--- config.mk ---
export PLATFORM = sky130hd
export DESIGN_NAME = inference_sequencer
export DESIGN_NICKNAME = d
export VERILOG_FILES = /design/src/rtl/inference_sequencer.sv
export SDC_FILE = /design/constraint.sdc
export NUM_CORES = 1
export LEC_CHECK = 0
export CAP_MARGIN = 10
export CORE_MARGIN = 10
export CORE_UTILIZATION = 50
export CTS_BUF_LIST = sky130_fd_sc_hd__clkbuf_8
export DETAILED_ROUTE_END_ITERATION = 8
export GPL_TIMING_DRIVEN = 0
export PLACE_DENSITY_LB_ADDON = 0.25
export SYNTH_ARGS = -nofsm -noshare
export SYNTH_HDL_FRONTEND = slang
export SYNTH_SLANG_ARGS = --single-unit
--- constraint.sdc ---
create_clock -name clk -period 4.38 [get_ports clk]
set_clock_uncertainty 0.1 [all_clocks]
set_input_delay 1.095 -clock clk [delete_from_list [all_inputs] [get_ports clk]]
set_output_delay 1.095 -clock clk [all_outputs]
set_load 0.03 [all_outputs]
--- src/rtl/inference_sequencer.sv ---
// Inference sequencer: steps a CORDIC layer engine through NUM_LAYERS layers per
// inference, with a per-layer RUN timeout and a cycle counter for the whole inference.
//
// Ports:
//   clk         - single clock, rising edge
//   reset       - synchronous active-high reset
//   init_done   - upstream datapath is out of reset (level)
//   start       - one-cycle request to begin an inference (accepted only when ready)
//   layer_done  - one-cycle completion pulse from the layer engine
//   ready       - start will be accepted this cycle
//   busy        - inference in progress (LAUNCH or RUN)
//   layer_start - one-cycle launch pulse to the layer engine
//   layer_idx   - index of the current layer
//   infer_done  - one-cycle inference completion pulse
//   error       - sticky layer-timeout flag
//   cycle_count - LAUNCH+RUN cycles of the last or current inference, saturating
module inference_sequencer #(
  parameter int unsigned NUM_LAYERS = 3,
  parameter int unsigned TIMEOUT    = 1023
) (
  input  logic        clk,
  input  logic        reset,
  input  logic        init_done,
  input  logic        start,
  input  logic        layer_done,
  output logic        ready,
  output logic        busy,
  output logic        layer_start,
  output logic [1:0]  layer_idx,
  output logic        infer_done,
  output logic        error,
  output logic [15:0] cycle_count
);

  localparam logic [2:0] StWaitInit = 3'd0;
  localparam logic [2:0] StIdle     = 3'd1;
  localparam logic [2:0] StLaunch   = 3'd2;
  localparam logic [2:0] StRun      = 3'd3;
  localparam logic [2:0] StDone     = 3'd4;
  localparam logic [2:0] StError    = 3'd5;

  localparam logic [1:0] LastLayer  = 2'(NUM_LAYERS - 1);
  localparam logic [9:0] TimeoutVal = 10'(TIMEOUT);

  logic [2:0]  state_q, state_d;
  logic [1:0]  layer_idx_q, layer_idx_d;
  logic [9:0]  timer_q, timer_d;
  logic [15:0] cycle_count_q, cycle_count_d;

  always_comb begin
    state_d       = state_q;
    layer_idx_d   = layer_idx_q;
    timer_d       = timer_q;
    cycle_count_d = cycle_count_q;

    if ((state_q == StLaunch || state_q == StRun) && cycle_count_q != 16'hFFFF) begin
      cycle_count_d = cycle_count_q + 16'd1;
    end

    case (state_q)
      StWaitInit: begin
        if (init_done) state_d = StIdle;
      end
      StIdle: begin
        if (start) begin
          state_d       = StLaunch;
          layer_idx_d   = 2'd0;
          cycle_count_d = 16'd0;
        end
      end
      StLaunch: begin
        // layer_done is deliberately not looked at here
        state_d = StRun;
        timer_d = 10'd0;
      end
      StRun: begin
        // layer_done takes precedence over a timeout in the same cycle
        if (layer_done) begin
          if (layer_idx_q == LastLayer) begin
            state_d = StDone;
          end else begin
            state_d     = StLaunch;
            layer_idx_d = layer_idx_q + 2'd1;
          end
        end else if (timer_q == TimeoutVal) begin
          state_d = StError;
        end else begin
          timer_d = timer_q + 10'd1;
        end
      end
      StDone: begin
        state_d     = StIdle;
        layer_idx_d = 2'd0;
      end
      StError: begin
        state_d = StError;
      end
      default: begin
        state_d = StWaitInit;
      end
    endcase

    // Losing the datapath aborts anything in flight; the counter keeps its value.
    if (!init_done && state_q != StWaitInit) begin
      state_d       = StWaitInit;
      layer_idx_d   = 2'd0;
      timer_d       = 10'd0;
      cycle_count_d = cycle_count_q;
    end
  end

  always_ff @(posedge clk) begin
    if (reset) begin
      state_q       <= StWaitInit;
      layer_idx_q   <= 2'd0;
      timer_q       <= 10'd0;
      cycle_count_q <= 16'd0;
    end else begin
      state_q       <= state_d;
      layer_idx_q   <= layer_idx_d;
      timer_q       <= timer_d;
      cycle_count_q <= cycle_count_d;
    end
  end

  assign ready       = (state_q == StIdle);
  assign busy        = (state_q == StLaunch) || (state_q == StRun);
  assign layer_start = (state_q == StLaunch);
  assign infer_done  = (state_q == StDone);
  assign error       = (state_q == StError);
  assign layer_idx   = layer_idx_q;
  assign cycle_count = cycle_count_q;

endmodule

==> impl_metrics.tcl, run 1 <==
set metrics [dict create \
    synth_flop_cell "dfxtp_1" \
    finalCritPeriodShare_pct 76.0 \
    pin_count 28 \
    holdCritPathClass "flop to flop" \
    grt_use_met3_pct 4.68 \
    tightest_slew_ps 1000 \
    timing.rr.start "cycle_count[0]$_SDFFE_PP0N_" \
    overflow 0 \
    hold_buffers 0 \
    drt-initial-drc-count 164 \
    min_path_cells 2 \
    wl_per_cell_um 15.3 \
    ys_ff_latch 31 \
    crit_path_start_kind "flop" \
    post-place-ws_ps 1250 \
    synth.net_count 229 \
    ant_nets 0 \
    final_cells 301 \
    crit_start "state_q[0]$_SDFFE_PP0P_" \
    multi_input_area_um2 1120 \
    core_um2 3420 \
    outcome "finished, final reports clean" \
    die_area_um2 6420 \
    antennaDiodeCount 0 \
    setup_viol 0 \
    drt-total-wl_um 4600 \
    power.density_nw_per_um2 265 \
    insertion_delay_ps 280 \
    rows 21 \
    critical_path.endpoint "ready" \
    max-slew-margin-rel_pct 32.6 \
    ys_seq_area_share_pct 34.3 \
    antenna_found_initial 0 \
    fillCellCount 311 \
    seq_area_um2 621 \
    grt_pass1_wl_um 7690 \
    initial_core_util_pct 52.9 \
    critical_path.max_fanout 9 \
    top_usage_layer "met2" \
    cts-root-buf "clkbuf_8" \
    synth_area_um2 1810 \
    crit_path_end_kind "output port" \
    cts.sinks 31 \
    p_leak_nw 0.752 \
    cts_setup_buffers 0 \
    syn_to_final_growth_pct 23.1 \
    finalMaxSlewViolations 0 \
    async_flop_share_pct 0 \
    post-route-drc-count 0 \
    die_w_um 80.1 \
    irDropWorstVdd_mv 0.159 \
    hp-start "layer_idx[1]$_SDFFE_PP0P_" \
    fmax_ghz 0.300 \
    num_vias 1848 \
    track_usage_pct 14.5 \
    dpl.cell_count 293 \
    ys_types 52 \
    rr_worst_depth 5 \
    grt_max_degree 11 \
    path_class "flop to output port" \
    hold_violations 0 \
    synth.avg_cell_area_um2 8.18 \
    cap_violations 0 \
    reg2reg_to "cycle_count[3]$_SDFFE_PP0N_" \
    synth_edf_count 0 \
    rsz0062_at_grt "no" \
    cp_data_arrival_time_ps 2140 \
    grt_pass1_vias 1682 \
    cts_buffer_depth 2 \
    setup_ws_ps 1050 \
    place_hpwl_um 3250 \
    tns_ps 0 \
    gr-usage-met2_pct 21.7 \
    die_h_um 80.1 \
    netlist_instances 221 \
    gp_congestion 0.853 \
    cts_max_level 2 \
    cts.repair.resized 0 \
    rrSetupSlack_ps 2200 \
    tritoncts "yes" \
    io_buffers 26 \
    worst_ep_required_time_ps 3180 \
    cts_made_buffers 5 \
    drive_above_1_share_pct 6.27 \
    grt_use_met1_pct 18.9 \
    first_pass_iters 4 \
    ys_warn_count 0 \
    min_period_ps 3330 \
    path_clk_slew_ps 70 \
    num-nets-final 262 \
    viasPerCell 6.14 \
]
-- layer usage --
metal,wire length [um],vias up
met5,0,-
met4,59,0
met3,430,8
met2,1970,61
met1,2150,844
li1,-,935
-- through the flow --
step                      instance area (um^2)  hold WS [ps]  util, %  total power, W
after floorplan                           1810           355        -        0.000329
after global placement                    2130           368     62.2        0.000348
after detailed placement                  2130           386     62.2        0.000348
after CTS                                 2230           396     65.2        0.000593
after global routing                      2230           411     65.2        0.000609
final                                     2230           386     65.2        0.000591
-- placed cells by master, fill, tap and decap left out, types with 3 or more instances in the layout --
| cell type | netlist | final |
|---|---|---|
| o211ai_1 | 6 | 6 |
| clkbuf_1 | 4 | 4 |
| inv_1 | 8 | 9 |
| nand3_1 | 9 | 9 |
| or3_1 | 4 | 4 |
| clkbuf_8 | 0 | 7 |
| a211oi_1 | 3 | 3 |
| clkdlybuf4s50_1 | 0 | 26 |
| nor3_1 | 10 | 10 |
| nor2_1 | 6 | 6 |
| a21oi_1 | 17 | 17 |
| ha_1 | 3 | 3 |
| o21ai_0 | 8 | 8 |
| o31ai_1 | 6 | 6 |
| or4_1 | 11 | 11 |
| o2111ai_1 | 3 | 3 |
| a31oi_1 | 4 | 4 |
| nand2_1 | 26 | 26 |
| mux2i_1 | 5 | 5 |
| dfxtp_1 | 31 | 31 |
| nand2b_1 | 3 | 3 |
| nor4_1 | 3 | 3 |
| nand4_1 | 11 | 11 |
-- worst min path at each step --
| stage | endpoint |
|---|---|
| CTS | layer_idx[1]$_SDFFE_PP0P_ |
| global route | layer_idx[1]$_SDFFE_PP0P_ |
| global placement | layer_idx[0]$_SDFFE_PP0P_ |
| floorplan | timer_q[7]$_SDFFE_PP0P_ |
| finish | layer_idx[1]$_SDFFE_PP0P_ |
| detailed placement | timer_q[7]$_SDFFE_PP0P_ |
-- synthesized netlist by cell type, types with 3 or more instances --
master,count,share of area [%]
dfxtp_1,31,34
nand2_1,26,5.4
a21oi_1,17,4.7
nand4_1,11,3.8
or4_1,11,4.6
nor3_1,10,2.8
nand3_1,9,2.5
inv_1,8,1.7
o21ai_0,8,2.2
nor2_1,6,1.2
o211ai_1,6,2.5
o31ai_1,6,2.5
mux2i_1,5,2.8
a31oi_1,4,1.4
clkbuf_1,4,0.83
or3_1,4,1.4
a211oi_1,3,1.2
ha_1,3,2.1
nand2b_1,3,1.0
nor4_1,3,1.0
o2111ai_1,3,1.5
-- area by class of cell --
type / count / share of cell area, %
inverter: 9 / 1.52
sequential: 31 / 27.9
clock buffer: 7 / 4.33
timing repair buffer: 26 / 11.7
tap: 46 / 2.59
buffer: 7 / 1.63
multi-input combinational: 174 / 50.2
clock inverter: 1 / 0.169
-- report_power, final --
group / switching [W] / total (W) / internal (W) / leakage [nW]
Combinational: 0.0000356 / 0.0000552 / 0.0000195 / 0.446
Sequential: 0.00000388 / 0.000288 / 0.000284 / 0.250
Clock: 0.000106 / 0.000247 / 0.000141 / 0.0557
-- critical path: stages, from the launching register on --
cell,delay [ps]
dfxtp_1,480
clkinv_1,350
nor3_1,300
clkdlybuf4s50_1,720
-- registers in the layout (all words and copies together), names as in the netlist --
| signal | cells |
|---|---|
| cycle_count | 16 |
| layer_idx | 2 |
| state_q | 3 |
| timer_q | 10 |
-- kinds of logic (layout without fill, tap and decap cells) --
logic type      count (synthesis)  count (layout)  synth area share (%)
simple gates                  104             104                  34.0
fa+ha+maj                       3               3                  2.08
compound gates                 60              60                  21.9
flops                          31              31                  34.3
mux                             5               5                  2.77
xor+xnor                        2               2                 0.969
buf+inv                        16              50                  3.88
(Power assumes the default switching activity.)
==> run 2: changes to the inputs <==
Clock period 4.38 ns to 3.36 ns, I/O delays scaled along.
==> results of run 2 <==
Same layout as run 1 (identical final DEF). Status: finished, final reports clean.
Main changes from that run: setup slack after placement 1250 ps -> 490 ps; setup slack after layout 1050 ps -> 285 ps; register-to-register setup slack 2200 ps -> 1180 ps; total power 0.000591 W -> 0.000770 W; worst IR drop on VDD 0.159 mV -> 0.207 mV
==> run 3: changes to the inputs <==
==> constraint.sdc (replaced) <==
create_clock -name clk -period 3.36 [get_ports clk]
set_clock_uncertainty 0.1 [all_clocks]
set_input_delay 0.336 -clock clk [delete_from_list [all_inputs] [get_ports clk]]
set_output_delay 0.336 -clock clk [all_outputs]
set_load 0.03 [all_outputs]
==> results of run 3 <==
Same layout as run 1 (identical final DEF). Status: finished, final reports clean.
Main changes from that run: setup slack after placement 1250 ps -> 994 ps; setup slack after layout 1050 ps -> 789 ps; register-to-register setup slack 2200 ps -> 1180 ps; total power 0.000591 W -> 0.000770 W; worst IR drop on VDD 0.159 mV -> 0.207 mV
